### src/rtl/ctrl_sequencer_if.sv
// ctrl_sequencer_if: layer-descriptor valid/ready handshake between the descriptor source and the sequencer
interface ctrl_sequencer_if #(
  parameter int N = 3,
  parameter int RUN_WIDTH = 16
);
  localparam int NUM_COL_WIDTH = $clog2(N + 1);
  localparam int SEL_WIDTH = $clog2(N);
  logic cfg_valid;
  logic cfg_ready;
  logic [NUM_COL_WIDTH-1:0] cfg_col_num;
  logic [NUM_COL_WIDTH-1:0] cfg_row_num;
  logic [SEL_WIDTH-1:0] cfg_f_sel;
  logic cfg_en_adder_1;
  logic cfg_en_adder_2;
  logic [RUN_WIDTH-1:0] cfg_run_len;
  modport master (
    output cfg_valid, cfg_col_num, cfg_row_num, cfg_f_sel, cfg_en_adder_1, cfg_en_adder_2, cfg_run_len,
    input cfg_ready
  );
  modport slave (
    input cfg_valid, cfg_col_num, cfg_row_num, cfg_f_sel, cfg_en_adder_1, cfg_en_adder_2, cfg_run_len,
    output cfg_ready
  );
endinterface

### src/rtl/ctrl_sequencer.sv
// ctrl_sequencer: steps the PE-array control FSM through reset -> load -> ready -> start -> run -> reset per descriptor
module ctrl_sequencer #(
  parameter int N = 3,
  parameter int NUM_COL_WIDTH = $clog2(N + 1),
  parameter int SEL_WIDTH = $clog2(N),
  parameter int RUN_WIDTH = 16,
  parameter int LOAD_CYCLES = N,
  parameter int READY_CYCLES = 1,
  parameter int RST_CYCLES = 2
) (
  input  logic                     clk_i,
  input  logic                     f_sel_rst,
  ctrl_sequencer_if.slave          cfg,
  input  logic                     abort_i,
  output logic                     rst_o,
  output logic                     load_o,
  output logic                     ready_o,
  output logic                     start_op_o,
  output logic [NUM_COL_WIDTH-1:0] column_num_o,
  output logic [NUM_COL_WIDTH-1:0] row_num_o,
  output logic [SEL_WIDTH-1:0]     f_sel_o,
  output logic                     en_adder_1_o,
  output logic                     en_adder_2_o,
  output logic                     busy_o,
  output logic                     done_o,
  output logic                     err_o
);
  typedef enum logic [2:0] {IDLE, LOAD, READY, START, RUN, FLUSH} state_t;
  localparam logic [NUM_COL_WIDTH-1:0] NMAX = NUM_COL_WIDTH'(N);
  localparam logic [RUN_WIDTH-1:0] ONE = RUN_WIDTH'(1);
  state_t st, nxt;
  logic [RUN_WIDTH-1:0] cnt, ncnt, run_len;
  logic acc, ok, active, abt;
  assign acc = cfg.cfg_valid & cfg.cfg_ready;
  assign ok = cfg.cfg_col_num != '0 && cfg.cfg_col_num <= NMAX && cfg.cfg_row_num != '0 && cfg.cfg_row_num <= NMAX;
  assign active = st inside {LOAD, READY, START, RUN};
  // next phase and the remaining-cycle budget it starts with; abort overrides any phase-end transition
  always_comb begin
    nxt = st;
    ncnt = cnt;
    case (st)
      IDLE: if (acc && ok) begin
        nxt = LOAD;
        ncnt = RUN_WIDTH'(LOAD_CYCLES - 1);
      end
      LOAD: if (cnt == '0) begin
        nxt = READY;
        ncnt = RUN_WIDTH'(READY_CYCLES - 1);
      end else ncnt = cnt - ONE;
      READY: if (cnt == '0) begin
        nxt = START;
        ncnt = '0;
      end else ncnt = cnt - ONE;
      START: if (run_len != '0) begin
        nxt = RUN;
        ncnt = run_len - ONE;
      end else begin
        nxt = FLUSH;
        ncnt = RUN_WIDTH'(RST_CYCLES - 1);
      end
      RUN: if (cnt == '0) begin
        nxt = FLUSH;
        ncnt = RUN_WIDTH'(RST_CYCLES - 1);
      end else ncnt = cnt - ONE;
      FLUSH: if (cnt == '0) begin
        nxt = IDLE;
        ncnt = '0;
      end else ncnt = cnt - ONE;
      default: begin
        nxt = IDLE;
        ncnt = '0;
      end
    endcase
    if (abort_i && active) begin
      nxt = FLUSH;
      ncnt = RUN_WIDTH'(RST_CYCLES - 1);
    end
  end
  // state, counters, captured descriptor and all outputs registered from the next state
  always_ff @(posedge clk_i or posedge f_sel_rst) begin
    if (f_sel_rst) begin
      st <= IDLE;
      cnt <= '0;
      run_len <= '0;
      abt <= 1'b0;
      rst_o <= 1'b1;
      load_o <= 1'b0;
      ready_o <= 1'b0;
      start_op_o <= 1'b0;
      busy_o <= 1'b0;
      done_o <= 1'b0;
      err_o <= 1'b0;
      cfg.cfg_ready <= 1'b0;
      column_num_o <= '0;
      row_num_o <= '0;
      f_sel_o <= '0;
      en_adder_1_o <= 1'b0;
      en_adder_2_o <= 1'b0;
    end else begin
      st <= nxt;
      cnt <= ncnt;
      abt <= (abort_i && active) ? 1'b1 : (acc && ok) ? 1'b0 : abt;
      rst_o <= nxt == IDLE || nxt == FLUSH;
      load_o <= nxt == LOAD;
      ready_o <= nxt == READY;
      start_op_o <= nxt == START;
      busy_o <= nxt != IDLE;
      done_o <= st == FLUSH && nxt == IDLE && !abt;
      err_o <= acc && !ok;
      cfg.cfg_ready <= nxt == IDLE;
      if (acc && ok) begin
        run_len <= cfg.cfg_run_len;
        column_num_o <= cfg.cfg_col_num;
        row_num_o <= cfg.cfg_row_num;
        f_sel_o <= cfg.cfg_f_sel;
        en_adder_1_o <= cfg.cfg_en_adder_1;
        en_adder_2_o <= cfg.cfg_en_adder_2;
      end
    end
  end
endmodule

### src/flat_wrapper.sv
// flat-port wrapper written by rule: the top's interface ports become plain ports
module ctrl_sequencer_flat 
#(
  parameter int N = 3,
  parameter int NUM_COL_WIDTH = $clog2(N + 1),
  parameter int SEL_WIDTH = $clog2(N),
  parameter int RUN_WIDTH = 16,
  parameter int LOAD_CYCLES = N,
  parameter int READY_CYCLES = 1,
  parameter int RST_CYCLES = 2
)
  (clk_i, f_sel_rst, abort_i, rst_o, load_o, ready_o, start_op_o, column_num_o, row_num_o, f_sel_o, en_adder_1_o, en_adder_2_o, busy_o, done_o, err_o, cfg_cfg_valid, cfg_cfg_col_num, cfg_cfg_row_num, cfg_cfg_f_sel, cfg_cfg_en_adder_1, cfg_cfg_en_adder_2, cfg_cfg_run_len, cfg_cfg_ready);
  ctrl_sequencer_if #(.N(N), .RUN_WIDTH(RUN_WIDTH)) cfg_i ();
  input  logic clk_i;
  input  logic f_sel_rst;
  input  logic abort_i;
  output logic rst_o;
  output logic load_o;
  output logic ready_o;
  output logic start_op_o;
  output logic [NUM_COL_WIDTH-1:0] column_num_o;
  output logic [NUM_COL_WIDTH-1:0] row_num_o;
  output logic [SEL_WIDTH-1:0] f_sel_o;
  output logic en_adder_1_o;
  output logic en_adder_2_o;
  output logic busy_o;
  output logic done_o;
  output logic err_o;
  input wire logic [$bits(cfg_i.cfg_valid)-1:0] cfg_cfg_valid;
  input wire logic [$bits(cfg_i.cfg_col_num)-1:0] cfg_cfg_col_num;
  input wire logic [$bits(cfg_i.cfg_row_num)-1:0] cfg_cfg_row_num;
  input wire logic [$bits(cfg_i.cfg_f_sel)-1:0] cfg_cfg_f_sel;
  input wire logic [$bits(cfg_i.cfg_en_adder_1)-1:0] cfg_cfg_en_adder_1;
  input wire logic [$bits(cfg_i.cfg_en_adder_2)-1:0] cfg_cfg_en_adder_2;
  input wire logic [$bits(cfg_i.cfg_run_len)-1:0] cfg_cfg_run_len;
  output wire logic [$bits(cfg_i.cfg_ready)-1:0] cfg_cfg_ready;
  assign cfg_i.cfg_valid = cfg_cfg_valid;
  assign cfg_i.cfg_col_num = cfg_cfg_col_num;
  assign cfg_i.cfg_row_num = cfg_cfg_row_num;
  assign cfg_i.cfg_f_sel = cfg_cfg_f_sel;
  assign cfg_i.cfg_en_adder_1 = cfg_cfg_en_adder_1;
  assign cfg_i.cfg_en_adder_2 = cfg_cfg_en_adder_2;
  assign cfg_i.cfg_run_len = cfg_cfg_run_len;
  assign cfg_cfg_ready = cfg_i.cfg_ready;
  ctrl_sequencer #(.N(N), .NUM_COL_WIDTH(NUM_COL_WIDTH), .SEL_WIDTH(SEL_WIDTH), .RUN_WIDTH(RUN_WIDTH), .LOAD_CYCLES(LOAD_CYCLES), .READY_CYCLES(READY_CYCLES), .RST_CYCLES(RST_CYCLES)) u_core (.clk_i(clk_i), .f_sel_rst(f_sel_rst), .cfg(cfg_i), .abort_i(abort_i), .rst_o(rst_o), .load_o(load_o), .ready_o(ready_o), .start_op_o(start_op_o), .column_num_o(column_num_o), .row_num_o(row_num_o), .f_sel_o(f_sel_o), .en_adder_1_o(en_adder_1_o), .en_adder_2_o(en_adder_2_o), .busy_o(busy_o), .done_o(done_o), .err_o(err_o));
endmodule
### config.mk
export PLATFORM = sky130hd
export DESIGN_NAME = ctrl_sequencer_flat
export DESIGN_NICKNAME = d
export VERILOG_FILES = /design/src/rtl/ctrl_sequencer_if.sv /design/src/rtl/ctrl_sequencer.sv /design/src/flat_wrapper.sv
export SDC_FILE = /design/constraint.sdc
export NUM_CORES = 1
export LEC_CHECK = 0
export CAP_MARGIN = 0
export CORE_ASPECT_RATIO = 1.5
export CORE_UTILIZATION = 45
export CTS_BUF_LIST = sky130_fd_sc_hd__clkbuf_8
export CTS_CLUSTER_SIZE = 16
export DETAILED_ROUTE_END_ITERATION = 10
export PLACE_DENSITY = 0.68
export RECOVER_POWER = 50
export REMOVE_ABC_BUFFERS = 1
export SLEW_MARGIN = 0
export SYNTH_ARGS = -nofsm -noshare
export SYNTH_HDL_FRONTEND = slang
export SYNTH_SLANG_ARGS = --single-unit
### constraint.sdc
create_clock -name clk_i -period 2.8 [get_ports clk_i]
set_input_delay 0.56 -clock clk_i [delete_from_list [all_inputs] [get_ports clk_i]]
set_output_delay 0.56 -clock clk_i [all_outputs]
set_load 0.02 [all_outputs]
==> flow_summary.ini <==
[timing]
fin_ws_ps = 307
slew_headroom = 0.388
fin_skew_ps = 3.94
setup_violations = 0
tns_ps = 0
worst_slew_pin_slew_ps = 918
grt_setup_unrepaired = false
hold_slack_ps = 463
clock.fmax_mhz = 401
drv_slew = 0
finalCritPeriodShare = 0.890
period_minus_slack_ps = 2490
finalHoldViolations = 0

[floorplanning]
rows = 35
die_h_um = 100
die-area_sq_um = 6770
coreArea_sq_um = 6170
ios = 44
die_w_um = 67.5
initial_core_util = 0.469

[global_route]
grt_pass1_wl_um = 11400
grtUsageTotal = 0.221
grt_pass1_vias = 2486
grt-ovfl-total = 0
antenna_found_initial = 0
grt_start_max_net_pins = 29

[worst_setup_path]
cp_cell_sequence = inv_1, ha_1, or4b_2, nor4_2, buf_4, nor2_1, maj3_1, a221o_1
critPathMaxFanout = 4
worst_setup_path_start_kind = flip-flop
critPathMaxStageDelay_ps = 610
end_kind = flip-flop
cp_slowest_cell = or4b_2
path_class = reg -> reg
r2r_slack_ps = 310
crit_required_ps = 2990
crit_arrival_ps = 2680

[logic_synthesis]
yosys-top-cells-area = dfrtp_1 44%, mux2_2 8.6%, nor2_1 3.4%
yosys.area_share.simple = 0.219
syn_area_sq_um = 2900
ys_seq_area_frac = 0.450
synth_flop_cell = dfrtp_1
synth_cell_types = 52
synthAdderAreaFrac = 0.0156
synth_edf_count = 0
yosysWarnings = 0
synth_common_cells = 51 x dfrtp_1, 26 x nor2_1, 22 x mux2_2
synth_xor_area_frac = 0.0484
synth_top_cell_area_share = 0.441
synth_cells = 293
synth_top_family_by_area = simple AND/OR/NAND/NOR gates
ys_ff_latch = 52
syn_avg_cell_area_sq_um = 9.88
synth_compound_area_frac = 0.151
ys_async_sr_fraction = 1.00
yosysTopAreaCell = dfrtp_1
synthMostInstantiatedCell = dfrtp_1
muxShareOfSynthArea = 0.0856

[worst_hold_path]
hp-class = reg -> reg

[final_layout]
fillCellCount = 553
seq_area_sq_um = 1300
fin_area_sq_um = 3570
diodes = 0
multi_input_area_sq_um = 1510
instances_no_fill = 417
final_nets = 373
syn2layout_area_growth_pct = 23.2
drive_above_1_share = 0.160

[detailed_routing]
vias = 2477
ant_nets = 0
wl_per_cell_um = 16.1
routed_via_density = 5.94
drt_drc_violations_left = 0
drt_iter0_drc = 165
first_pass_iters = 6
wl_um = 6710

[power]
ir_worst_vdd_uv = 522
power_switching_mw = 1.17
p_comb_frac = 0.436
pwr-share-seq = 0.415
p_int_mw = 1.90
switching_share = 0.380
p_leak_nw = 1.48
power.share.clock = 0.149
cellPowerDensity_nw_per_um2 = 861

[run_status]
outcome = finished, final reports clean

[clock_tree]
cts-root-buf = clkbuf_8
cts_buffers = 5
post_cts_buffers = 0
cts_max_level = 2
cts_resized = 0
cts_hold_buf = 0
cts_tree = yes
clock_latency_ps = 300
cts_buffer_depth = 2
path_clk_slew_ps = 90
clkSinkCount = 52

[placement]
dp_cells = 410
place_hpwl_um = 5020
pre_cts_slack_ps = 133
gp_congestion = 0.874
portBuffers = 43
dpl_cell_area_sq_um = 3490

[flow_run]
drv_cap = 0
-- registers in the layout (all words and copies together), names as in the netlist --
| name | flops |
|---|---|
| u_core.ready_o | 1 |
| u_core.busy_o | 1 |
| u_core.run_len | 16 |
| u_core.abt | 1 |
| u_core.cfg.cfg_ready | 1 |
| u_core.done_o | 1 |
| u_core.cnt | 16 |
| u_core.st | 3 |
| u_core.load_o | 1 |
| u_core.row_num_o | 2 |
| u_core.f_sel_o | 2 |
| u_core.err_o | 1 |
| u_core.start_op_o | 1 |
| u_core.rst_o | 1 |
| u_core.column_num_o | 2 |
| u_core.en_adder_2_o | 1 |
| u_core.en_adder_1_o | 1 |
-- cell type report --
type | count | area share
repair buffers | 58 | 0.151
inverters | 8 | 0.00842
well taps | 74 | 0.0260
clock buffers | 7 | 0.0270
multi-input cells | 218 | 0.423
flip-flops and latches | 52 | 0.365
-- metrics by stage --
step | power, mW | util
finish | 3.07 | 0.578
global route | 3.29 | 0.578
CTS | 3.09 | 0.581
detailed placement | 2.62 | 0.565
global placement | 2.59 | 0.565
floorplan | 2.14 | -
-- cells by family after synthesis --
group,after synthesis
AOI/OAI and AO/OA,61
adders and majority gates,4
DFF,52
muxes,22
buffers and inverters,23
xor gates and xnor gates,16
and+or+nand+nor,115
-- metal layers --
layer  global-route usage  share of wire  vias to the layer above
met5                    0              0                        -
met4                0.124          0.049                        0
met3               0.0409          0.039                       27
met2                0.383           0.51                       77
met1                0.244           0.40                     1185
li1                     -              -                     1188
-- worst paths after layout --
| path | from | endpoint | depth (start not counted) |
|---|---|---|---|
| setup / recovery | u_core.cnt[0] | u_core.cnt[1] | 8 |
| hold / removal | u_core.abt | u_core.done_o | 1 |
| setup reg to reg | u_core.cnt[0] | u_core.cnt[1] | 8 |
| hold reg to reg | u_core.abt | u_core.done_o | 1 |
| max in group asynchronous | f_sel_rst | u_core.cnt[13] | 3 |
| min in group asynchronous | f_sel_rst | u_core.run_len[1] | 2 |
-- power by group through the flow --
stage	sequential (mW)	clock, mW	combinational, mW
final	1.27	0.457	1.34
after global routing	1.32	0.496	1.48
after global placement	1.27	0	1.32
after CTS	1.27	0.473	1.35
after detailed placement	1.28	0	1.34
after floorplan	1.30	0	0.841
-- critical path: cells and delay by family, from the launching register on --
kind            cells  cell delay (ps)
fa+ha+maj           2              540
compound gates      1              300
flops               1              420
simple gates        3              880
buf+inv             2              260
-- layout by cell type, fill, tap and decap left out, types with 6 or more instances in the layout --
master	instances
clkdlybuf4s50_1	41
nor2_1	25
clkbuf_8	7
nand2_1	18
nor3b_1	6
a21oi_1	11
o22ai_1	6
nor3_1	13
xnor2_1	7
nand3_1	6
buf_4	13
o21ai_0	8
inv_1	8
nand2b_1	6
mux2_2	22
dfrtp_1	51
xor2_1	9
or3_1	7
(Power assumes the default switching activity.)
